**src/rtl/btn_pkg.sv**
```systemverilog
// Shared types and sizes for the iCEBreaker button debouncer.
// Holds the per-channel FSM encoding and the press-count helper.
package btn_pkg;

  typedef enum logic [1:0] {
    IDLE         = 2'd0,
    PRESS_WAIT   = 2'd1,
    HELD         = 2'd2,
    RELEASE_WAIT = 2'd3
  } btn_state_t;

  localparam int NUM_BTN     = 3;
  localparam int PRESS_CNT_W = 8;
  localparam int POP_W       = $clog2(NUM_BTN + 1);

  function automatic logic [POP_W-1:0] popcount(input logic [NUM_BTN-1:0] v);
    logic [POP_W-1:0] n;
    n = '0;
    for (int i = 0; i < NUM_BTN; i++) begin
      n = n + POP_W'(v[i]);
    end
    return n;
  endfunction

endpackage

```
**src/rtl/btn_channel.sv**
```systemverilog
// One button: 2-flop synchronizer, debounce FSM and (with BTN_LONGPRESS_EN) a long-press timer.
// Event outputs are combinational "happens on the next edge" strobes; the top registers them.
module btn_channel
  import btn_pkg::*;
#(
  parameter int DEBOUNCE_CYCLES = 240000
`ifdef BTN_LONGPRESS_EN
  ,
  parameter int LONG_CYCLES = 12000000
`endif
) (
  input  logic CLK,
  input  logic RST_N,
  input  logic btn,
  output logic press_evt,
  output logic release_evt,
  output logic long_evt,
  output logic held_nxt
);

  localparam int CNT_W = $clog2(DEBOUNCE_CYCLES);
  localparam logic [CNT_W-1:0] CNT_MAX = CNT_W'(DEBOUNCE_CYCLES - 1);

  logic             s1;
  logic             s2;
  btn_state_t       state_q;
  btn_state_t       state_d;
  logic [CNT_W-1:0] cnt_q;
  logic [CNT_W-1:0] cnt_d;

  always_ff @(posedge CLK or negedge RST_N) begin
    if (!RST_N) begin
      s1      <= 1'b0;
      s2      <= 1'b0;
      state_q <= IDLE;
      cnt_q   <= '0;
    end else begin
      s1      <= btn;
      s2      <= s1;
      state_q <= state_d;
      cnt_q   <= cnt_d;
    end
  end

  // Any level change seen at s2 before the counter expires falls back without an event.
  always_comb begin
    state_d     = state_q;
    cnt_d       = cnt_q;
    press_evt   = 1'b0;
    release_evt = 1'b0;
    case (state_q)
      IDLE: begin
        if (s2) begin
          state_d = PRESS_WAIT;
          cnt_d   = '0;
        end
      end
      PRESS_WAIT: begin
        if (!s2) begin
          state_d = IDLE;
        end else if (cnt_q == CNT_MAX) begin
          state_d   = HELD;
          press_evt = 1'b1;
        end else begin
          cnt_d = cnt_q + 1'b1;
        end
      end
      HELD: begin
        if (!s2) begin
          state_d = RELEASE_WAIT;
          cnt_d   = '0;
        end
      end
      RELEASE_WAIT: begin
        if (s2) begin
          state_d = HELD;
        end else if (cnt_q == CNT_MAX) begin
          state_d     = IDLE;
          release_evt = 1'b1;
        end else begin
          cnt_d = cnt_q + 1'b1;
        end
      end
      default: begin
        state_d = IDLE;
      end
    endcase
  end

  assign held_nxt = (state_d == HELD) || (state_d == RELEASE_WAIT);

`ifdef BTN_LONGPRESS_EN
  localparam int LONG_W = $clog2(LONG_CYCLES);
  localparam logic [LONG_W-1:0] LONG_MAX = LONG_W'(LONG_CYCLES - 1);

  logic [LONG_W-1:0] lcnt_q;
  logic              long_done_q;

  // Counts only HELD cycles; a release bounce parks it in RELEASE_WAIT without clearing.
  always_ff @(posedge CLK or negedge RST_N) begin
    if (!RST_N) begin
      lcnt_q      <= '0;
      long_done_q <= 1'b0;
    end else if (press_evt) begin
      lcnt_q      <= '0;
      long_done_q <= 1'b0;
    end else if ((state_q == HELD) && !long_done_q) begin
      if (lcnt_q == LONG_MAX) begin
        long_done_q <= 1'b1;
      end else begin
        lcnt_q <= lcnt_q + 1'b1;
      end
    end
  end

  assign long_evt = (state_q == HELD) && !long_done_q && (lcnt_q == LONG_MAX);
`else
  assign long_evt = 1'b0;
`endif

endmodule

```
**src/rtl/button_debounce.sv**
```systemverilog
// Debounces BTN1..BTN3 into press/release pulses, LED toggles and a press count.
// Optional long-press detection is enabled by defining BTN_LONGPRESS_EN.
module button_debounce
  import btn_pkg::*;
#(
  parameter int DEBOUNCE_CYCLES = 240000,
  parameter int LONG_CYCLES     = 12000000
) (
  input  logic                   CLK,
  input  logic                   RST_N,
  input  logic                   BTN1,
  input  logic                   BTN2,
  input  logic                   BTN3,
  output logic                   LED1,
  output logic                   LED2,
  output logic                   LED3,
  output logic                   LED4,
  output logic [NUM_BTN-1:0]     PRESS,
  output logic [NUM_BTN-1:0]     RELEASE,
  output logic [NUM_BTN-1:0]     LONG,
  output logic [PRESS_CNT_W-1:0] PRESS_CNT,
  output logic                   P1A7,
  output logic                   P1A8,
  output logic                   P1A9,
  output logic                   P1A10
);

  if (DEBOUNCE_CYCLES < 2 || LONG_CYCLES < 2) begin : g_bad_cfg
    $error("button_debounce: DEBOUNCE_CYCLES and LONG_CYCLES must be >= 2");
  end

  logic [NUM_BTN-1:0]     btn;
  logic [NUM_BTN-1:0]     press_evt;
  logic [NUM_BTN-1:0]     release_evt;
  logic [NUM_BTN-1:0]     long_evt;
  logic [NUM_BTN-1:0]     held_nxt;
  logic [NUM_BTN-1:0]     led_q;
  logic [NUM_BTN-1:0]     led_d;
  logic                   led4_q;
  logic [PRESS_CNT_W-1:0] cnt_q;

  assign btn = {BTN3, BTN2, BTN1};

  for (genvar i = 0; i < NUM_BTN; i++) begin : g_ch
    btn_channel #(
      .DEBOUNCE_CYCLES(DEBOUNCE_CYCLES)
`ifdef BTN_LONGPRESS_EN
      ,
      .LONG_CYCLES(LONG_CYCLES)
`endif
    ) u_ch (
      .CLK        (CLK),
      .RST_N      (RST_N),
      .btn        (btn[i]),
      .press_evt  (press_evt[i]),
      .release_evt(release_evt[i]),
      .long_evt   (long_evt[i]),
      .held_nxt   (held_nxt[i])
    );
  end

  // A long press wins over the toggle; both cannot fire on one channel in the same cycle anyway.
  always_comb begin
    led_d = led_q;
    for (int i = 0; i < NUM_BTN; i++) begin
      if (long_evt[i]) begin
        led_d[i] = 1'b0;
      end else if (press_evt[i]) begin
        led_d[i] = ~led_q[i];
      end
    end
  end

  always_ff @(posedge CLK or negedge RST_N) begin
    if (!RST_N) begin
      PRESS   <= '0;
      RELEASE <= '0;
      LONG    <= '0;
      led_q   <= '0;
      led4_q  <= 1'b0;
      cnt_q   <= '0;
    end else begin
      PRESS   <= press_evt;
      RELEASE <= release_evt;
      LONG    <= long_evt;
      led_q   <= led_d;
      led4_q  <= |held_nxt;
      cnt_q   <= cnt_q + PRESS_CNT_W'(popcount(press_evt));
    end
  end

  assign LED1      = led_q[0];
  assign LED2      = led_q[1];
  assign LED3      = led_q[2];
  assign LED4      = led4_q;
  assign PRESS_CNT = cnt_q;
  assign P1A7      = PRESS[0];
  assign P1A8      = PRESS[1];
  assign P1A9      = PRESS[2];
  assign P1A10     = led4_q;

endmodule
```
**config.mk**
```make
export PLATFORM = sky130hd
export DESIGN_NAME = button_debounce
export DESIGN_NICKNAME = d
export VERILOG_FILES = /design/src/rtl/btn_pkg.sv /design/src/rtl/btn_channel.sv /design/src/rtl/button_debounce.sv
export SDC_FILE = /design/constraint.sdc
export NUM_CORES = 1
export LEC_CHECK = 0
export ABC_AREA = 1
export CAP_MARGIN = 0
export CORE_ASPECT_RATIO = 0.75
export CORE_MARGIN = 1.5
export CORE_UTILIZATION = 55
export CTS_CLUSTER_DIAMETER = 30
export CTS_CLUSTER_SIZE = 10
export DETAILED_ROUTE_END_ITERATION = 12
export DONT_BUFFER_PORTS = 1
export PLACE_DENSITY = 0.7
export SYNTH_ARGS = -nofsm -noshare
export SYNTH_HDL_FRONTEND = slang
export SYNTH_HIERARCHICAL = 1
export SYNTH_SLANG_ARGS = --single-unit
```
**constraint.sdc**
```tcl
create_clock -name CLK -period 3.3 [get_ports CLK]
set_clock_uncertainty 0.15 [all_clocks]
set_input_delay 0.33 -clock CLK [delete_from_list [all_inputs] [get_ports CLK]]
set_output_delay 0.33 -clock CLK [all_outputs]
set_load 0.02 [all_outputs]
```
==> reports/qor.yml <==
timing:
  fmax_mhz: 336
  finalSetupViolCount: 0
  fin_setup_tns_ps: 0
  hold_viol: 0
  fin_crit_sh_pct: 90.3
  min_period_ps: 2980
  maxSlewViolCount: 0
final_layout:
  stdcell_count: 778
  areaGrowthSynthToFinish_pct: 9.68
  finalNetCount: 677
  num_antenna_cells: 0
  layout-drive-gt1-share_pct: 8.36
power:
  power.leakage_nw: 2.36
  peakVddDrop_uv: 326
  power_mw: 2.27
  cellPowerDensity_nw_per_um2: 428
worst_hold_path:
  hp-class: "reg2reg"
  min_path_cells: 0
routing:
  viasPerCell: 5.16
  drtIter0Drc: 255
  ant_nets: 0
  routed_wl_mm: 9.90
  wl_per_cell_um: 12.7
  first_pass_iters: 5
  vias: 4016
  drcViolationCount: 0
run_status:
  outcome: "completed"
clocking:
  root_buffer: "clkbuf_16"
  cts_made_buffers: 9
  cts_buffer_depth: 2
  clkLatencyLatePin_ps: 340
  cts.clk_slew.worst_paths_ps: 60
  h-tree-depth: 3
  cts.sinks: 87
  cts_tree: "yes"
grt:
  first_global_vias: 3658
  antenna_found_initial: 0
  grt_overflow_total: 0
  grt_first_pass_wirelength_mm: 17.1
  grt_max_degree: 88
  globalRouteTotalUtil_pct: 22.5
placement:
  dp_hpwl_mm: 6.79
  buffer_ports.inserted: 0
  routabilityCongestion: 0.867
  placedCellCount: 754
worst_setup_path:
  arrival_ps: 3110
  cpPeakStageDelay_ps: 410
  crit_required_ps: 3430
  cp_slowest_cell: "fa_1"
  cp-end-kind: "flop"
  crit_type: "reg2reg"
  worst-path-buf-inv: 4
  crit_chain: "ha_1 -> nand3_2 -> inv_1 -> nand3_1 -> nor2_4 -> inv_1 -> nor3_2 -> buf_4 -> fa_1 -> ha_1 -> fa_2 -> nand2_1 -> inv_1 -> nand3_1 -> nand2_1 -> nand2_1"
  cp_max_fo: 4
  critPathTopFamily: "adder cells"
  setup.worst_path.start_class: "flop"
  crit_cells: 16
  r2r_cells: 16
synth:
  synth_cells: 659
  syn_area_per_cell_um2: 7.34
  yosysTopAreaCell: "dfrtp_1"
  ys_types: 27
  synth_seq_cells: 87
  synth.net_count: 671
  yosys_warnings: 6
  synth_top_cell_area_share_pct: 45.0
  synth_area_um2: 4840
  yosysSeqAreaShare_pct: 45.0
  synth_area_leaders: "dfrtp_1 (45%), nand2_1 (16%), nor2_1 (7.1%), nand3_1 (7.0%), inv_1 (4.9%)"
floorplan:
  initial_core_util_pct: 57.0
  die_h_um: 84.2
  dieArea_um2: 9370
  die_w_um: 111
  core_um2: 8490
  row_count: 29
  io_pins: 30
job:
  cap_violations: 0
## where the power goes
part	switching (mW)	internal [mW]	total [mW]
clock	0.425	0.634	1.06
combinational	0.0770	0.0313	0.108
sequential	0.0177	1.09	1.10
## repair_timing
action,4_1_cts,5_1_grt
gates resized for setup,0,6
endpoints found under the hold margin,90,0
hold buffers,5,0
buffers inserted,0,3
endpoints found under the setup margin,0,3
## stage by stage
stage / util (%) / hold slack [ps] / setup WS (ps) / cell area (µm²)
3_3_place_gp: 57.4 / -113 / 276 / 4870
6_report: 62.5 / 198 / 321 / 5300
3_5_place_dp: 57.4 / -113 / 96.5 / 4870
5_1_grt: 62.5 / 202 / -3.43 / 5300
4_1_cts: 61.9 / 200 / 66.6 / 5260
2_1_floorplan: - / -116 / 274 / 4840
## cell type report
class / instances / area [µm²]
clock buffer: 11 / 253
fill: 747 / 3190
inverter: 69 / 267
timing repair buffer: 14 / 135
multi-input combinational: 484 / 2270
clock inverter: 5 / 65.1
sequential: 87 / 2180
tap: 108 / 135
## cell usage after synthesis
library cell / count
inv_1: 63
o21ai_1: 36
nor3_1: 9
inv_4: 3
ha_1: 5
a21oi_1: 9
nor2_2: 3
nand2_1: 200
nand4_1: 16
buf_4: 7
clkbuf_1: 3
fa_1: 2
xnor2_1: 3
nand2_2: 1
conb_1: 3
or2_2: 9
o21ai_0: 9
nor2_1: 91
o21bai_1: 9
nor2_4: 6
or3_1: 1
xor2_1: 4
nand3_1: 68
buf_2: 3
buf_6: 6
dfrtp_1: 87
inv_2: 3
## registers in the layout (all words and copies together) (netlist names)
| register | count |
|---|---|
| g_ch.u_ch/cnt_q | 54 |
| PRESS_CNT | 8 |
| g_ch.u_ch/state_q | 6 |
| LONG | 3 |
| PRESS | 3 |
| RELEASE | 3 |
| g_ch.u_ch/s1 | 3 |
| g_ch.u_ch/s2 | 3 |
| led_q | 3 |
| LED4 | 1 |
## layer usage
| layer | global-route usage, % | vias up | part of all wire (%) | wire, µm |
|---|---|---|---|---|
| met4 | 6.56 | 0 | 1.2 | 118 |
| met3 | 5.70 | 9 | 5.4 | 531 |
| li1 | - | 2095 | - | - |
| met1 | 33.2 | 1825 | 51 | 5100 |
| met5 | 0 | - | 0 | 0 |
| met2 | 33.0 | 87 | 42 | 4150 |
## cell usage in the layout (no fill, tap or decap), types with 4 or more instances in the layout
master,count
a21oi_1,9
buf_4,9
clkbuf_16,9
dfrtp_1,87
dlygate4sd3_1,4
ha_1,4
inv_1,63
nand2_1,200
nand3_1,67
nand4_1,16
nor2_1,91
nor2_4,6
nor3_1,7
o21ai_0,9
o21ai_1,36
o21bai_1,9
or2_2,9
xor2_1,4
## final timing paths
| path | slack (ps) | end | from |
|---|---|---|---|
| setup / recovery | 320 | PRESS_CNT[6] | g_ch[0].u_ch/cnt_q[0] |
| min in group asynchronous | 400 | g_ch[1].u_ch/cnt_q[9] | RST_N |
| hold reg to reg | 200 | g_ch[2].u_ch/s2 | g_ch[2].u_ch/s1 |
| hold / removal | 200 | g_ch[2].u_ch/s2 | g_ch[2].u_ch/s1 |
| max in group asynchronous | 2260 | g_ch[0].u_ch/cnt_q[11] | RST_N |
| setup reg to reg | 320 | PRESS_CNT[6] | g_ch[0].u_ch/cnt_q[0] |
## kinds of logic (layout without fill, tap and decap cells)
logic type                 Yosys count  count (layout)  share of synthesized area (%)
AOI/OAI and AO/OA                   63              63                           6.99
xor gates and xnor gates             7               7                           1.27
adders and majority gates            7               7                           2.12
buffers and inverters               88              99                           8.54
DFF                                 87              87                           45.0
other                                3               3                          0.233
and+or+nand+nor                    404             404                           35.8
No activity file was read; power rests on OpenSTA's default activity.
